**config.mk**
```make
export PLATFORM = sky130hd
export DESIGN_NAME = mapper_mem_sequencer_flat
export DESIGN_NICKNAME = d
export VERILOG_FILES = /design/src/rtl/mapper_mem_sequencer_if.sv /design/src/rtl/mapper_mem_sequencer.sv /design/src/flat_wrapper.sv
export SDC_FILE = /design/constraint.sdc
export NUM_CORES = 1
export LEC_CHECK = 0
export ABC_AREA = 0
export BUFFER_PORTS_ARGS = -buffer_cell sky130_fd_sc_hd__clkbuf_2
export CAP_MARGIN = 20
export CORE_MARGIN = 4
export CORE_UTILIZATION = 45
export DETAILED_ROUTE_END_ITERATION = 8
export HOLD_SLACK_MARGIN = 0.08
export MAX_ROUTING_LAYER = met4
export PLACE_DENSITY = 0.76
export SLEW_MARGIN = 10
export SYNTH_ARGS = -nofsm -noshare
export SYNTH_HDL_FRONTEND = slang
export SYNTH_SLANG_ARGS = --single-unit
```
**constraint.sdc**
```tcl
create_clock -name clk -period 3.6 [get_ports clk]
set_clock_uncertainty 0.05 [all_clocks]
set_input_delay 0.72 -clock clk [delete_from_list [all_inputs] [get_ports clk]]
set_output_delay 0.72 -clock clk [all_outputs]
set_load 0.05 [all_outputs]
```
**src/rtl/mapper_mem_sequencer_if.sv**
```systemverilog
// mapper_mem_sequencer_if
//   Single-beat SDRAM request bus between the mapper memory sequencer and the
//   shared SDRAM port controller.
//   mem_req   : request, held until mem_ack
//   mem_addr  : byte address (AW bits)
//   mem_we    : 1 = write, 0 = read
//   mem_wdata : write data
//   mem_ack   : one-cycle completion pulse; mem_rdata valid in the same cycle
//   mem_rdata : read data
//   master = sequencer side, slave = memory controller side.
interface mapper_mem_sequencer_if #(
  parameter int AW = 22
);
  logic          mem_req;
  logic [AW-1:0] mem_addr;
  logic          mem_we;
  logic [7:0]    mem_wdata;
  logic          mem_ack;
  logic [7:0]    mem_rdata;

  modport master (
    output mem_req, mem_addr, mem_we, mem_wdata,
    input  mem_ack, mem_rdata
  );

  modport slave (
    input  mem_req, mem_addr, mem_we, mem_wdata,
    output mem_ack, mem_rdata
  );
endinterface

```
**src/rtl/mapper_mem_sequencer.sv**
```systemverilog
// mapper_mem_sequencer
//   Takes the mapper's translated PRG (CPU) and CHR (PPU) addresses, masks them
//   to the loaded cart size and issues single-beat requests on the shared
//   SDRAM port, one outstanding request at a time.
//   clk, reset            : clock, asynchronous active-high reset
//   prg_* / chr_*         : per-source strobes, address, allow, data in/out,
//                           one-cycle done pulses
//   vram_ce               : CHR access goes to internal VRAM; strobe ignored
//   prg_rom_mask,
//   prg_ram_mask, chr_mask: cart size masks
//   mem                   : SDRAM request bus (master side)
//   overrun               : sticky; a strobe hit a slot that was still pending
module mapper_mem_sequencer #(
  parameter int AW        = 22,
  parameter bit CHR_FIRST = 1'b1
) (
  input  logic          clk,
  input  logic          reset,
  input  logic [AW-1:0] prg_aout,
  input  logic          prg_read,
  input  logic          prg_write,
  input  logic          prg_allow,
  input  logic [7:0]    prg_din,
  output logic [7:0]    prg_dout,
  output logic          prg_done,
  input  logic [AW-1:0] chr_aout,
  input  logic          chr_read,
  input  logic          chr_write,
  input  logic          chr_allow,
  input  logic [7:0]    chr_din,
  input  logic          vram_ce,
  output logic [7:0]    chr_dout,
  output logic          chr_done,
  input  logic [AW-1:0] prg_rom_mask,
  input  logic [12:0]   prg_ram_mask,
  input  logic [AW-1:0] chr_mask,
  mapper_mem_sequencer_if.master mem,
  output logic          overrun
);

  typedef enum logic [1:0] {IDLE, BUSY_PRG, BUSY_CHR} state_t;

  state_t        state;
  logic          cpu_pend, ppu_pend;
  logic [AW-1:0] prg_slot_addr, chr_slot_addr;
  logic          prg_slot_we, chr_slot_we;
  logic [7:0]    prg_slot_data, chr_slot_data;
  logic          prefer_chr;

  // Upper CHR mask bits are not used: CHR masking only spans 128KB.
  logic unused_chr_mask;
  assign unused_chr_mask = ^chr_mask[AW-1:17];

  // Strobe classification
  logic prg_strobe, prg_cap, prg_drop;
  logic chr_strobe, chr_cap, chr_drop;
  logic prg_is_ram;
  logic [AW-1:0] prg_addr_m, chr_addr_m;

  assign prg_strobe = prg_read | prg_write;
  assign prg_cap    = prg_strobe & prg_allow;
  assign prg_drop   = prg_strobe & ~prg_allow;
  assign chr_strobe = (chr_read | chr_write) & ~vram_ce;
  assign chr_cap    = chr_strobe & (~chr_write | chr_allow);
  assign chr_drop   = chr_strobe & chr_write & ~chr_allow;

  assign prg_is_ram = (prg_aout[AW-1:AW-4] == 4'hF);
  assign prg_addr_m = prg_is_ram ? {prg_aout[AW-1:13], prg_aout[12:0] & prg_ram_mask}
                                 : (prg_aout & prg_rom_mask);
  assign chr_addr_m = {chr_aout[AW-1:17], chr_aout[16:0] & chr_mask[16:0]};

  // A strobe captured this cycle is visible to the idle arbiter immediately,
  // so an idle memory sees mem_req the cycle after the strobe.
  logic          prg_pend_e, chr_pend_e;
  logic [AW-1:0] prg_addr_e, chr_addr_e;
  logic          prg_we_e, chr_we_e;
  logic [7:0]    prg_data_e, chr_data_e;

  assign prg_pend_e = cpu_pend | prg_cap;
  assign chr_pend_e = ppu_pend | chr_cap;
  assign prg_addr_e = prg_cap ? prg_addr_m : prg_slot_addr;
  assign chr_addr_e = chr_cap ? chr_addr_m : chr_slot_addr;
  assign prg_we_e   = prg_cap ? prg_write  : prg_slot_we;
  assign chr_we_e   = chr_cap ? chr_write  : chr_slot_we;
  assign prg_data_e = prg_cap ? prg_din    : prg_slot_data;
  assign chr_data_e = chr_cap ? chr_din    : chr_slot_data;

  logic grant_prg, grant_chr;

  // prefer_chr alternates after every grant so a tie never starves a source.
  always_comb begin
    grant_prg = 1'b0;
    grant_chr = 1'b0;
    if (state == IDLE) begin
      if (prg_pend_e && chr_pend_e) begin
        grant_chr = prefer_chr;
        grant_prg = ~prefer_chr;
      end else begin
        grant_chr = chr_pend_e;
        grant_prg = prg_pend_e;
      end
    end
  end

  always_ff @(posedge clk or posedge reset) begin
    if (reset) begin
      state         <= IDLE;
      cpu_pend      <= 1'b0;
      ppu_pend      <= 1'b0;
      prg_slot_addr <= '0;
      chr_slot_addr <= '0;
      prg_slot_we   <= 1'b0;
      chr_slot_we   <= 1'b0;
      prg_slot_data <= '0;
      chr_slot_data <= '0;
      prefer_chr    <= CHR_FIRST;
      prg_dout      <= '1;
      chr_dout      <= '1;
      prg_done      <= 1'b0;
      chr_done      <= 1'b0;
      overrun       <= 1'b0;
      mem.mem_req   <= 1'b0;
      mem.mem_addr  <= '0;
      mem.mem_we    <= 1'b0;
      mem.mem_wdata <= '0;
    end else begin
      // Filtered accesses retire immediately without touching memory.
      prg_done <= prg_drop;
      chr_done <= chr_drop;
      if (prg_drop && !prg_write)
        prg_dout <= '1;

      if (prg_cap) begin
        prg_slot_addr <= prg_addr_m;
        prg_slot_we   <= prg_write;
        prg_slot_data <= prg_din;
        cpu_pend      <= 1'b1;
        if (cpu_pend)
          overrun <= 1'b1;
      end
      if (chr_cap) begin
        chr_slot_addr <= chr_addr_m;
        chr_slot_we   <= chr_write;
        chr_slot_data <= chr_din;
        ppu_pend      <= 1'b1;
        if (ppu_pend)
          overrun <= 1'b1;
      end

      // Clearing the pend flag here overrides a same-cycle capture, since
      // that capture is exactly what is being granted.
      case (state)
        IDLE: begin
          if (grant_chr) begin
            mem.mem_req   <= 1'b1;
            mem.mem_addr  <= chr_addr_e;
            mem.mem_we    <= chr_we_e;
            mem.mem_wdata <= chr_data_e;
            ppu_pend      <= 1'b0;
            prefer_chr    <= 1'b0;
            state         <= BUSY_CHR;
          end else if (grant_prg) begin
            mem.mem_req   <= 1'b1;
            mem.mem_addr  <= prg_addr_e;
            mem.mem_we    <= prg_we_e;
            mem.mem_wdata <= prg_data_e;
            cpu_pend      <= 1'b0;
            prefer_chr    <= 1'b1;
            state         <= BUSY_PRG;
          end
        end
        BUSY_PRG: begin
          if (mem.mem_ack) begin
            mem.mem_req <= 1'b0;
            if (!mem.mem_we)
              prg_dout <= mem.mem_rdata;
            prg_done <= 1'b1;
            state    <= IDLE;
          end
        end
        BUSY_CHR: begin
          if (mem.mem_ack) begin
            mem.mem_req <= 1'b0;
            if (!mem.mem_we)
              chr_dout <= mem.mem_rdata;
            chr_done <= 1'b1;
            state    <= IDLE;
          end
        end
        default: state <= IDLE;
      endcase
    end
  end

endmodule

```
**src/flat_wrapper.sv**
```systemverilog
// flat-port wrapper written by rule: the top's interface ports become plain ports
module mapper_mem_sequencer_flat 
#(
  parameter int AW        = 22,
  parameter bit CHR_FIRST = 1'b1
)
  (clk, reset, prg_aout, prg_read, prg_write, prg_allow, prg_din, prg_dout, prg_done, chr_aout, chr_read, chr_write, chr_allow, chr_din, vram_ce, chr_dout, chr_done, prg_rom_mask, prg_ram_mask, chr_mask, overrun, mem_mem_req, mem_mem_addr, mem_mem_we, mem_mem_wdata, mem_mem_ack, mem_mem_rdata);
  mapper_mem_sequencer_if #(.AW(AW)) mem_i ();
  input  logic clk;
  input  logic reset;
  input  logic [AW-1:0] prg_aout;
  input  logic prg_read;
  input  logic prg_write;
  input  logic prg_allow;
  input  logic [7:0] prg_din;
  output logic [7:0] prg_dout;
  output logic prg_done;
  input  logic [AW-1:0] chr_aout;
  input  logic chr_read;
  input  logic chr_write;
  input  logic chr_allow;
  input  logic [7:0] chr_din;
  input  logic vram_ce;
  output logic [7:0] chr_dout;
  output logic chr_done;
  input  logic [AW-1:0] prg_rom_mask;
  input  logic [12:0] prg_ram_mask;
  input  logic [AW-1:0] chr_mask;
  output logic overrun;
  output wire logic [$bits(mem_i.mem_req)-1:0] mem_mem_req;
  output wire logic [$bits(mem_i.mem_addr)-1:0] mem_mem_addr;
  output wire logic [$bits(mem_i.mem_we)-1:0] mem_mem_we;
  output wire logic [$bits(mem_i.mem_wdata)-1:0] mem_mem_wdata;
  input wire logic [$bits(mem_i.mem_ack)-1:0] mem_mem_ack;
  input wire logic [$bits(mem_i.mem_rdata)-1:0] mem_mem_rdata;
  assign mem_mem_req = mem_i.mem_req;
  assign mem_mem_addr = mem_i.mem_addr;
  assign mem_mem_we = mem_i.mem_we;
  assign mem_mem_wdata = mem_i.mem_wdata;
  assign mem_i.mem_ack = mem_mem_ack;
  assign mem_i.mem_rdata = mem_mem_rdata;
  mapper_mem_sequencer #(.AW(AW), .CHR_FIRST(CHR_FIRST)) u_core (.clk(clk), .reset(reset), .prg_aout(prg_aout), .prg_read(prg_read), .prg_write(prg_write), .prg_allow(prg_allow), .prg_din(prg_din), .prg_dout(prg_dout), .prg_done(prg_done), .chr_aout(chr_aout), .chr_read(chr_read), .chr_write(chr_write), .chr_allow(chr_allow), .chr_din(chr_din), .vram_ce(vram_ce), .chr_dout(chr_dout), .chr_done(chr_done), .prg_rom_mask(prg_rom_mask), .prg_ram_mask(prg_ram_mask), .chr_mask(chr_mask), .mem(mem_i), .overrun(overrun));
endmodule
```
; ---- Yosys cells after proc, flatten, opt, wreduce, memory -nomap -nowiden
; Index checks and enable logic that the tools add are counted.
[classes]
n_eq_ne = 5
n_mux = 45
n_bitwise = 20
n_reduce_logical = 11
[ops]
columns = operator, n
row1 = 22-bit two-way mux, 5
row2 = 8-bit two-way mux, 8
row3 = 1-bit two-way mux, 27
row4 = 22-bit bitwise AND, 1
row5 = 17-bit bitwise AND, 1
row6 = 13-bit bitwise AND, 1
row7 = 1-bit bitwise AND, 6
row8 = 2-bit two-way mux, 3
row9 = 1-bit NOT, 6
row10 = 3-bit AND reduction, 2
row11 = 1-bit OR, 5
row12 = 4-bit equality test (second input constant), 1
row13 = 2-bit one-hot mux with 2 select lines, 1
row14 = 2-bit AND reduction, 2
row15 = 2-bit nonzero test, 2
row16 = 3-bit by 1-bit != test with 1-bit output (second input constant), 1
row17 = 2-bit by 1-bit equality test with 1-bit output (second input constant), 1
row18 = 2-bit equality test (second input constant), 1
row19 = 1-bit logical AND, 2
row20 = 2-bit zero test, 1
row21 = 2-bit by 1-bit != test with 1-bit output (second input constant), 1
row22 = 1-bit one-hot mux with 2 select lines, 1
row23 = 2-bit OR reduction, 1
row24 = 1-bit zero test, 1
[word_totals]
reg_bits = 118
input_bits = 135
output_inout_bits = 51
word_cells = 100

; ---- Longest topological paths before layout
; Gate-level depths: netlist of the first run.
[logic_depth]
word_depth = 10
depth_mapped = 7

; ---- Least setup slack after synthesis of the first run
; OpenSTA, ideal clock, no wires.
[synth_path]
kind = input port to flip-flop
from = in chr_write
to = reg u_core.mem.mem_addr[13]
setup_ps = 67
arrival_time_ps = 2046
required_time_ps = 3483
setup_slack_ps = 1437
stages = 5
path_buffers = 1
path_cell_list = mux2_4 -> a2111oi_4 -> or2b_2 -> buf_6 -> a221o_1
[synth_between]
elab_chain_cells = 9
[synth_lines]
columns = item, line_no
row1 = "start, declared", flat_wrapper.sv:20  ; input logic chr_write;
row2 = 1-bit OR / 1-bit NOT (equally long branches), "mapper_mem_sequencer.sv:63, mapper_mem_sequencer.sv:64"
row3 = 1-bit bitwise AND / 1-bit OR (equally long branches), "mapper_mem_sequencer.sv:63, mapper_mem_sequencer.sv:64"
row4 = 1-bit bitwise AND *, mapper_mem_sequencer.sv:64  ; assign chr_cap = chr_strobe & (~chr_write | chr_allow);
row5 = 1-bit OR, mapper_mem_sequencer.sv:80  ; assign chr_pend_e = ppu_pend | chr_cap;
row6 = 1-bit logical AND, mapper_mem_sequencer.sv:95  ; if (prg_pend_e && chr_pend_e) begin
row7 = 1-bit two-way mux, mapper_mem_sequencer.sv:95
row8 = 1-bit two-way mux, mapper_mem_sequencer.sv:94  ; if (state == IDLE) begin
row9 = 2-bit nonzero test (no line), -
row10 = 2-bit AND reduction (no line), -
row11 = "end signal, assigned", mapper_mem_sequencer.sv:156  ; mem.mem_addr <= chr_addr_e;
row12 = "end signal, assigned", mapper_mem_sequencer.sv:164  ; mem.mem_addr <= prg_addr_e;
row13 = "end, declared", mapper_mem_sequencer_if.sv:22  ; output mem_req, mem_addr, mem_we, mem_wdata,
; Mark *: on every way between the ends. The rest lies on a longest branch, timed or not.
; A chain may end at the register's enable or synchronous reset.

; ---- Worst setup path in the final report of the first run
[layout_path]
from = in prg_write
to = reg u_core.mem.mem_addr[16]
[layout_between]
elab_chain_cells = 8
[layout_lines]
columns = item, line_no
row1 = "start, declared", flat_wrapper.sv:13  ; input logic prg_write;
row2 = 1-bit OR *, mapper_mem_sequencer.sv:60  ; assign prg_strobe = prg_read | prg_write;
row3 = 1-bit bitwise AND *, mapper_mem_sequencer.sv:61  ; assign prg_cap = prg_strobe & prg_allow;
row4 = 1-bit OR, mapper_mem_sequencer.sv:79  ; assign prg_pend_e = cpu_pend | prg_cap;
row5 = 1-bit logical AND, mapper_mem_sequencer.sv:95
row6 = 1-bit two-way mux, mapper_mem_sequencer.sv:95
row7 = 1-bit two-way mux, mapper_mem_sequencer.sv:94
row8 = 2-bit nonzero test (no line), -
row9 = 2-bit AND reduction (no line), -
; Mark *: on every way between the ends. The rest lies on a longest branch, timed or not. The select of a mux whose other input is x is not followed.

==> results.toml, run 1 <==
[routing]
vias = 4769
viasPerCell = 5.70
drcViolationCount = 0
wl_um = 15000
ant_nets = 0
wire_per_inst_um = 18.0
dr.first_iter.drc_count = 349
drt_pass1_iterations = 5

[timing]
max_freq_ghz = 0.396
period_minus_slack_ns = 2.52
drv_slew = 0
rsz0062_at_grt = "false"
slew_headroom_pct = 29.0
worst_slew_pin_slew_ns = 1.06
tns_ns = 0
fin_crit_sh_pct = 70.1
hold_ws_ns = 0.409
setup_viol_count_final = 0
finalHoldViolCount = 0

[clock_network]
numClockSinks = 118
cts_tree = "done"
cts_hold_buffers = 0
cts_setup_buffers = 0
clockRootBuffer = "clkbuf_16"
postCtsResizedCells = 0
clk_pin_slew_worst_paths_ns = 0.05
htreeDepth = 4
clk_latency_ns = 0.41
cts_inserted_buffers = 17
clock_path_buffers = 2

[synthesis]
yosysWarnings = 0
synth_top_family_by_area = "compound AO/OA/AOI/OAI gates"
yosysMostFrequentCell = "nand2_1"
muxShareOfSynthArea_pct = 6.22
synth-async-reset-ratio_pct = 100
yosysSeqAreaShare_pct = 55.2
synth_compound_area_share_pct = 21.5
synth.distinct_cells = 41
ys_ff_latch = 118
synthFlopType = "dfrtp_1"
avgSynthCellArea_sq_um = 10.7
syn_nets = 641
synth-xor-area-share_pct = 0
netlist_instances = 502
yosysTopAreaCell = "dfrtp_1"
synth_fa_ha_area_share_pct = 0.929
synth-edff-count = 0
synthTopCellsByArea = "dfrtp_1 (47%), dfstp_2 (8.3%), nand2_1 (8.3%)"
synthTopCellsByCount = "nand2_1 (119), dfrtp_1 (101), a221o_1 (27), o21ai_0 (23), o21a_1 (20)"
synthesis.area_sq_mm = 0.00539
yosys.area.top_type_share_pct = 46.9
synth-simple-area-share_pct = 12.7

[floorplan]
core-area_sq_mm = 0.0116
fp-row-count = 39
die_height_um = 117
ios = 186
start_util_pct = 46.6
dieArea_sq_mm = 0.0138
die_width_um = 117

[global_route]
grt_max_degree = 58
track_usage_pct = 22.8
grt_pass1_vias = 4985
grt_first_pass_wirelength_um = 24800
grt_overflow_total = 0
antenna_found_initial = 0

[critical_path]
cp_slowest_stage_delay_ns = 0.60
path_max_fanout = 17
cp_cell_sequence = "clkbuf_2 -> o21a_1 -> buf_4 -> a2111oi_4 -> or2b_2 -> a221o_1"
crit_path_start_kind = "input port"
r2r_setup_slack_ns = 1.34
crit_end = "u_core.mem.mem_addr[16]"
required_ns = 3.84
path_buf_inv = 2
path_delay_family = "compound AO/OA/AOI/OAI gates"
reg2reg_depth = 5
worstSetupEndpointType = "flop"
cp.arrival_ns = 2.76
critPathLaunch = "prg_write"
path_class = "in -> reg"
cp.depth = 6
r2r-start = "u_core.state[0]"
r2r_end = "u_core.mem.mem_addr[4]"
critPathSlowestCell = "o21a_1"

[power]
power.total_mw = 6.42
combPwrFrac_pct = 38.9
p_sw_share_pct = 40.2
clkPwrFrac_pct = 29.7
p_leak_nw = 3.62
p_per_area_mw_per_mm2 = 899
power_frac_seq_pct = 31.4
ir_drop_v = 0.000510
p_int_mw = 3.84
p_switching_mw = 2.58

[cells_and_area]
antenna_cells = 0
area_growth_pct = 32.5
fin_nets = 820
drive_gt1_share_pct = 38.2
fin_area_sq_mm = 0.00714

[worst_hold_path]
hold_path_class = "in -> async"

[placed_design]
hpwl_um = 10600
io_buffers = 180
gp_congestion = 0.860
placed_area_sq_mm = 0.00644

[run]
cap_violations = 0

[status]
status = "complete, no violations"
-- power groups by stage --
stage                     logic, mW  clock network, mW  registers, mW
after global routing           2.66               2.01           2.06
final                          2.50               1.91           2.01
after floorplan               0.937                  0           2.91
after detailed placement       2.49                  0           2.02
after global placement         2.42                  0           2.01
after CTS                      2.49               1.93           2.01
-- worst reg2reg max path, delay by kind of cell (launching register included) --
| kind | cells | cell delay [ns] |
|---|---|---|
| buffers and inverters | 1 | 0.11 |
| and+or+nand+nor | 1 | 0.83 |
| adders and majority gates | 1 | 0.34 |
| DFF | 1 | 0.40 |
| AOI/OAI and AO/OA | 2 | 0.46 |
-- final cells by class --
cell class | instances | area [sq um]
Clock inverter | 8 | 165
Timing Repair Buffer | 191 | 1000
Tap cell | 143 | 179
Sequential cell | 118 | 2970
Fill cell | 949 | 4430
Clock buffer | 24 | 512
Multi-Input combinational cell | 341 | 2250
Inverter | 12 | 48.8
-- metrics by stage --
step           std cells  setup WS, ns  utilization (%)
2_1_floorplan        502          1.40                -
3_3_place_gp         804         0.581             55.7
3_5_place_dp         804         0.497             55.7
4_1_cts              836         0.928             61.6
5_1_grt              837         0.960             61.7
6_report             837          1.08             61.7
-- worst min path at each step --
stage | start | endpoint | slack (ns) | cells after the start
CTS | reset | u_core.prg_done | 0.42 | 2
global route | u_core.prg_slot_addr[13] | u_core.prg_slot_addr[13] | 0.43 | 2
detailed placement | u_core.prg_slot_addr[13] | u_core.prg_slot_addr[13] | 0.40 | 2
global placement | u_core.prg_slot_addr[16] | u_core.prg_slot_addr[16] | 0.40 | 2
finish | reset | u_core.prg_done | 0.41 | 2
floorplan | u_core.prg_slot_addr[13] | u_core.prg_slot_addr[13] | 0.38 | 2
-- per-layer routing --
metal	GRT usage [%]	part of all wire (%)	vias up
met1	27.4	41	2332
met5	-	0	-
met3	5.34	6.6	30
li1	-	-	2203
met4	11.7	2.7	0
met2	36.1	49	204
-- cell families (layout without fill, tap and decap cells) --
family / Yosys count / count (layout)
AO/OA/AOI/OAI: 145 / 145
adder cells (fa/ha/maj): 4 / 4
buffers and inverters: 43 / 235
flip-flops: 118 / 118
multiplexers: 31 / 31
AND/OR/NAND/NOR: 161 / 161
-- cells in the final DEF (no fill, tap or decap), types with 3 or more instances in the layout --
master     instances
o211ai_1           5
clkbuf_16         17
nor2_1             6
o22a_1             9
o21a_1            20
o21ai_0           23
a22o_1            10
nand3_1           17
clkbuf_2         180
a21oi_1           10
a221o_1           27
o221ai_1           4
buf_4              9
mux2i_1           14
clkbuf_8           6
o21ai_1            3
dfrtp_1          101
nand2b_1           3
dfstp_2           17
nor3b_1            8
inv_1             11
a22oi_1            4
mux2_2            16
bufinv_16          5
a211oi_1           5
nand2_1          119
ha_1               4
clkinv_2           3
a32o_1            17
-- flip-flops by register name, summed over array words and instances, names as in the netlist, 2 cells and up --
name	flops
u_core.chr_slot_addr	22
u_core.mem.mem_addr	22
u_core.prg_slot_addr	22
u_core.chr_dout	8
u_core.chr_slot_data	8
u_core.mem.mem_wdata	8
u_core.prg_dout	8
u_core.prg_slot_data	8
u_core.state	2
No activity file was read; power rests on OpenSTA's default activity.
==> inputs of run 2 (changes only) <==
==> constraint.sdc (replaced) <==
create_clock -name clk -period 2.2 [get_ports clk]
set_clock_uncertainty 0.05 [all_clocks]
set_input_delay 0.44 -clock clk [delete_from_list [all_inputs] [get_ports clk]]
set_output_delay 0.44 -clock clk [all_outputs]
set_load 0.05 [all_outputs]
==> results.toml, run 2 (synthesized netlist as in run 1, its figures left out) <==
[timing]
finalWorstSetupSlack_ns = 0.233
rsz0062_at_grt = "false"
drv_slew = 0
finalHoldViolCount = 0
slew_headroom_pct = 51.9
period_minus_slack_ns = 1.97
setup_viol_count_final = 0
max_freq_ghz = 0.508
worst_slew_pin_slew_ns = 0.720
fin_crit_sh_pct = 89.4

[cells_and_area]
reg_top3 = "u_core.chr_slot_addr x22, u_core.mem.mem_addr x22, u_core.prg_slot_addr x22"
antenna_cells = 0
stdcell_count = 852
fillers = 943
final_cell_mix = "clkbuf_2 (180), nand2_1 (119), dfrtp_1 (101)"
fin_area_sq_mm = 0.00725
multi_input_area_sq_mm = 0.00225
postLayoutCoreUtil_pct = 62.7
drive_gt1_share_pct = 38.8
area_growth_pct = 34.6
final_common_cell = "clkbuf_2"
regArea_sq_mm = 0.00297
fin_nets = 835

[routing]
wl_um = 15800
vias = 4833
drt_pass1_iterations = 5
dr.first_iter.drc_count = 345
drcViolationCount = 0
wire_per_inst_um = 18.6
viasPerCell = 5.67
ant_nets = 0

[floorplan]
core-area_sq_mm = 0.0116
die_width_um = 117
fp-row-count = 39
die_height_um = 117
ios = 186
start_util_pct = 46.6
dieArea_sq_mm = 0.0138

[global_route]
track_usage_pct = 23.9
grt_pass1_vias = 5208
antenna_found_initial = 0
grt_max_degree = 49
grt_overflow_total = 0
grt_first_pass_wirelength_um = 25900

[critical_path]
worstSetupEndpointType = "flop"
required_ns = 2.49
path_max_fanout = 8
path_class = "reg -> reg"
crit_path_start_kind = "flop"
cp.arrival_ns = 2.26

[power]
p_per_area_mw_per_mm2 = 1480
p_leak_nw = 3.69
ir_drop_v = 0.000924

[placed_design]
placedCellCount = 818
placed_area_sq_mm = 0.00656
pre_cts_ws_ns = -0.0753
gp_congestion = 0.871
io_buffers = 180
hpwl_um = 11200

[clock_network]
clock_path_buffers = 2
htreeDepth = 4
clockRootBuffer = "clkbuf_16"
cts_inserted_buffers = 17
postCtsResizedCells = 0
cts_tree = "done"
clk_pin_slew_worst_paths_ns = 0.06
clk_latency_ns = 0.41
numClockSinks = 118

[status]
status = "complete, no violations"

[run]
cap_violations = 0

[worst_hold_path]
hold_path_class = "in -> reg"
[run 2: cell types whose count changed in the layout (fill, tap and decap cells not counted)]
cell and change:
buf_8 -1, dlygate4sd3_1 +1, buf_12 +1, clkbuf_8 -6, bufinv_16 +2, clkbuf_1 +4
buf_4 +14
[run 2: report_power, final]
part / internal (mW) / total, mW / switching (mW)
Sequential: 2.90 / 3.29 / 0.390
Clock: 2.23 / 3.19 / 0.961
Combinational: 1.26 / 4.21 / 2.95
[run 2: layout make-up]
class	instances	area share (%)
Sequential cell	118	41.0
Tap cell	143	2.47
Multi-Input combinational cell	341	31.1
Timing Repair Buffer	206	15.5
Clock buffer	22	6.13
Clock inverter	10	3.11
Inverter	12	0.673
[run 2: per-stage QoR]
stage / TNS, ns / hold WS [ns] / power, mW
final: 0 / 0.196 / 10.7
after global routing: 0 / 0.181 / 11.2
after CTS: 0 / 0.175 / 10.7
after detailed placement: -0.927 / 0.401 / 7.51
after global placement: -0.515 / 0.396 / 7.37
after floorplan: 0 / 0.383 / 6.30
[run 2: timing repair]
action | 4_1_cts | 5_1_grt
hold buffers | 1 | 0
setup buffers | 0 | 0
hold endpoints to repair | 9 | 0
[run 2: worst paths after layout]
| path | startpoint | end | slack [ns] | depth (start not counted) |
|---|---|---|---|---|
| worst max-delay path | u_core.state[0] | u_core.mem.mem_addr[10] | 0.23 | 6 |
| max in group asynchronous | reset | u_core.prefer_chr | 0.80 | 4 |
| worst min register to register | u_core.prg_slot_addr[16] | u_core.prg_slot_addr[16] | 0.41 | 2 |
| worst min-delay path | chr_din[2] | u_core.chr_slot_data[2] | 0.20 | 3 |
| worst max register to register | u_core.state[0] | u_core.mem.mem_addr[10] | 0.23 | 6 |
| min in group asynchronous | reset | u_core.mem.mem_addr[1] | 0.60 | 3 |
[run 2: critical path: stages, from the launching register on]
cell and delay (ns):
dfrtp_1 0.40, inv_1 0.12, ha_1 0.27, o21ai_1 0.12, nor2_1 0.50, buf_4 0.28, a221o_1 0.16
[run 2: metal layers]
metal,up-vias,wire length (um),track usage [%]
li1,2230,-,-
met1,2392,6400,27.4
met2,191,8140,40.6
met3,20,1070,7.60
met4,0,197,6.67
met5,-,0,-
==> inputs of run 3 (changes only) <==
--- a/config.mk
+++ b/config.mk
@@ -6,14 +6,14 @@
 export NUM_CORES = 1
 export LEC_CHECK = 0
 export ABC_AREA = 0
-export BUFFER_PORTS_ARGS = -buffer_cell sky130_fd_sc_hd__clkbuf_2
 export CAP_MARGIN = 20
 export CORE_MARGIN = 4
-export CORE_UTILIZATION = 45
+export CORE_UTILIZATION = 55
 export DETAILED_ROUTE_END_ITERATION = 8
+export DONT_BUFFER_PORTS = 1
 export HOLD_SLACK_MARGIN = 0.08
 export MAX_ROUTING_LAYER = met4
-export PLACE_DENSITY = 0.76
+export PLACE_DENSITY = 0.73
 export SLEW_MARGIN = 10
 export SYNTH_ARGS = -nofsm -noshare
 export SYNTH_HDL_FRONTEND = slang
==> results.toml, run 3 (synthesized netlist as in run 1, its figures left out) <==
[placed_design]
pre_cts_ws_ns = 0.0139
placed_area_sq_mm = 0.00561
gp_congestion = 0.786
io_buffers = 0
hpwl_um = 9720

[floorplan]
die_height_um = 107
die_width_um = 107
ios = 186
fp-row-count = 35
dieArea_sq_mm = 0.0114
core-area_sq_mm = 0.00937
start_util_pct = 57.5

[run]
cap_violations = 0

[timing]
max_freq_ghz = 0.537
slew_headroom_pct = 54.8
period_minus_slack_ns = 1.86
finalHoldViolCount = 0
rsz0062_at_grt = "false"
tns_ns = 0
worst_slew_pin_slew_ns = 0.670
fin_crit_sh_pct = 84.7
drv_slew = 0
finalWorstSetupSlack_ns = 0.338
setup_viol_count_final = 0

[critical_path]
crit_path_start_kind = "flop"
cp_slowest_stage_delay_ns = 0.40
cp.arrival_ns = 2.19
critPathSlowestCell = "dfrtp_1"
path_max_fanout = 20
worstSetupEndpointType = "flop"
required_ns = 2.52
cp_cell_sequence = "inv_1 -> ha_1 -> inv_1 -> o21a_1 -> a221o_1"
path_class = "reg -> reg"
cp_common_cell = "inv_1"

[global_route]
grt_first_pass_wirelength_um = 24800
grt_overflow_total = 0
grt_pass1_vias = 4864
grt_max_degree = 119
antenna_found_initial = 0
track_usage_pct = 28.4

[clock_network]
clk_pin_slew_worst_paths_ns = 0.05
clock_path_buffers = 2
clk_latency_ns = 0.50
htreeDepth = 4
clockRootBuffer = "clkbuf_8"
cts_inserted_buffers = 17
cts_tree = "done"
numClockSinks = 118
postCtsResizedCells = 0

[cells_and_area]
regArea_sq_mm = 0.00297
fin_area_sq_mm = 0.00705
fillers = 620
final_cell_mix = "nand2_1 (119), dfrtp_1 (101), dlygate4sd3_1 (80)"
multi_input_area_sq_mm = 0.00225
fin_nets = 728
reg_top3 = "u_core.chr_slot_addr x22, u_core.mem.mem_addr x22, u_core.prg_slot_addr x22"
area_growth_pct = 30.9
antenna_cells = 0
drive_gt1_share_pct = 15.3
final_common_cell = "nand2_1"
postLayoutCoreUtil_pct = 75.2

[worst_hold_path]
hold_path_class = "in -> reg"

[routing]
viasPerCell = 6.21
drcViolationCount = 0
dr.first_iter.drc_count = 306
wire_per_inst_um = 21.2
drt_pass1_iterations = 7
vias = 4540
ant_nets = 0
wl_um = 15500

[power]
p_leak_nw = 3.17
p_per_area_mw_per_mm2 = 1430
ir_drop_v = 0.000762
power.total_mw = 10.1

[status]
status = "complete, no violations"
## run 3: cell types whose count changed in the layout (fill, tap and decap cells not counted), sizes merged
cell | previous run | this run
buf | 25 | 19
clkbuf | 202 | 19
clkinv | 3 | 5
dlygate4sd3 | 1 | 80
bufinv | 7 | 5
clkinvlp | 1 | 4
## run 3: repair_timing
action / CTS / global route
setup buffers: 0 / 0
hold buffers: 80 / 0
hold endpoints to repair: 169 / 0
## run 3: critical path, delay by kind of cell, from the launching register on
kind	cells	cell delay [ns]
fa+ha+maj	1	0.26
compound gates	2	0.56
buf+inv	2	0.45
flops	1	0.40
## run 3: path summary, 6_finish.rpt
kind | from | end | slack [ns] | cells after the start
hold reg to reg | u_core.prg_slot_addr[17] | u_core.prg_slot_addr[17] | 0.42 | 2
min in group asynchronous | reset | u_core.prg_slot_addr[7] | 0.55 | 3
setup / recovery | u_core.state[1] | u_core.mem.mem_addr[12] | 0.34 | 5
max in group asynchronous | reset | u_core.state[0] | 1.11 | 3
hold / removal | prg_aout[1] | u_core.prg_slot_addr[1] | 0.10 | 2
setup reg to reg | u_core.state[1] | u_core.mem.mem_addr[12] | 0.34 | 5
## run 3: area by class of cell
cell class	count	area share (%)
inverters	12	0.692
clock buffers	19	5.98
multi-input cells	341	32.0
clock inverters	13	2.91
flip-flops and latches	118	42.2
repair buffers	99	14.0
well taps	129	2.29
## run 3: power by group
| part | switching [mW] | internal [mW] |
|---|---|---|
| Clock | 0.976 | 1.95 |
| Sequential | 1.98 | 2.90 |
| Combinational | 1.24 | 1.01 |
| Total | 4.19 | 5.87 |
## run 3: per-layer routing
layer	vias up	share of wire, %	GRT usage [%]
li1	2010	-	-
met1	2288	39	33.0
met2	212	51	47.5
met3	30	7.9	7.16
met4	0	2.3	11.5
met5	-	0	-
## run 3: through the flow
step                std cells  hold WS [ns]
floorplan                 502         0.383
global placement          618         0.395
detailed placement        618         0.405
CTS                       730        0.0805
global route              731        0.0885
finish                    731         0.101
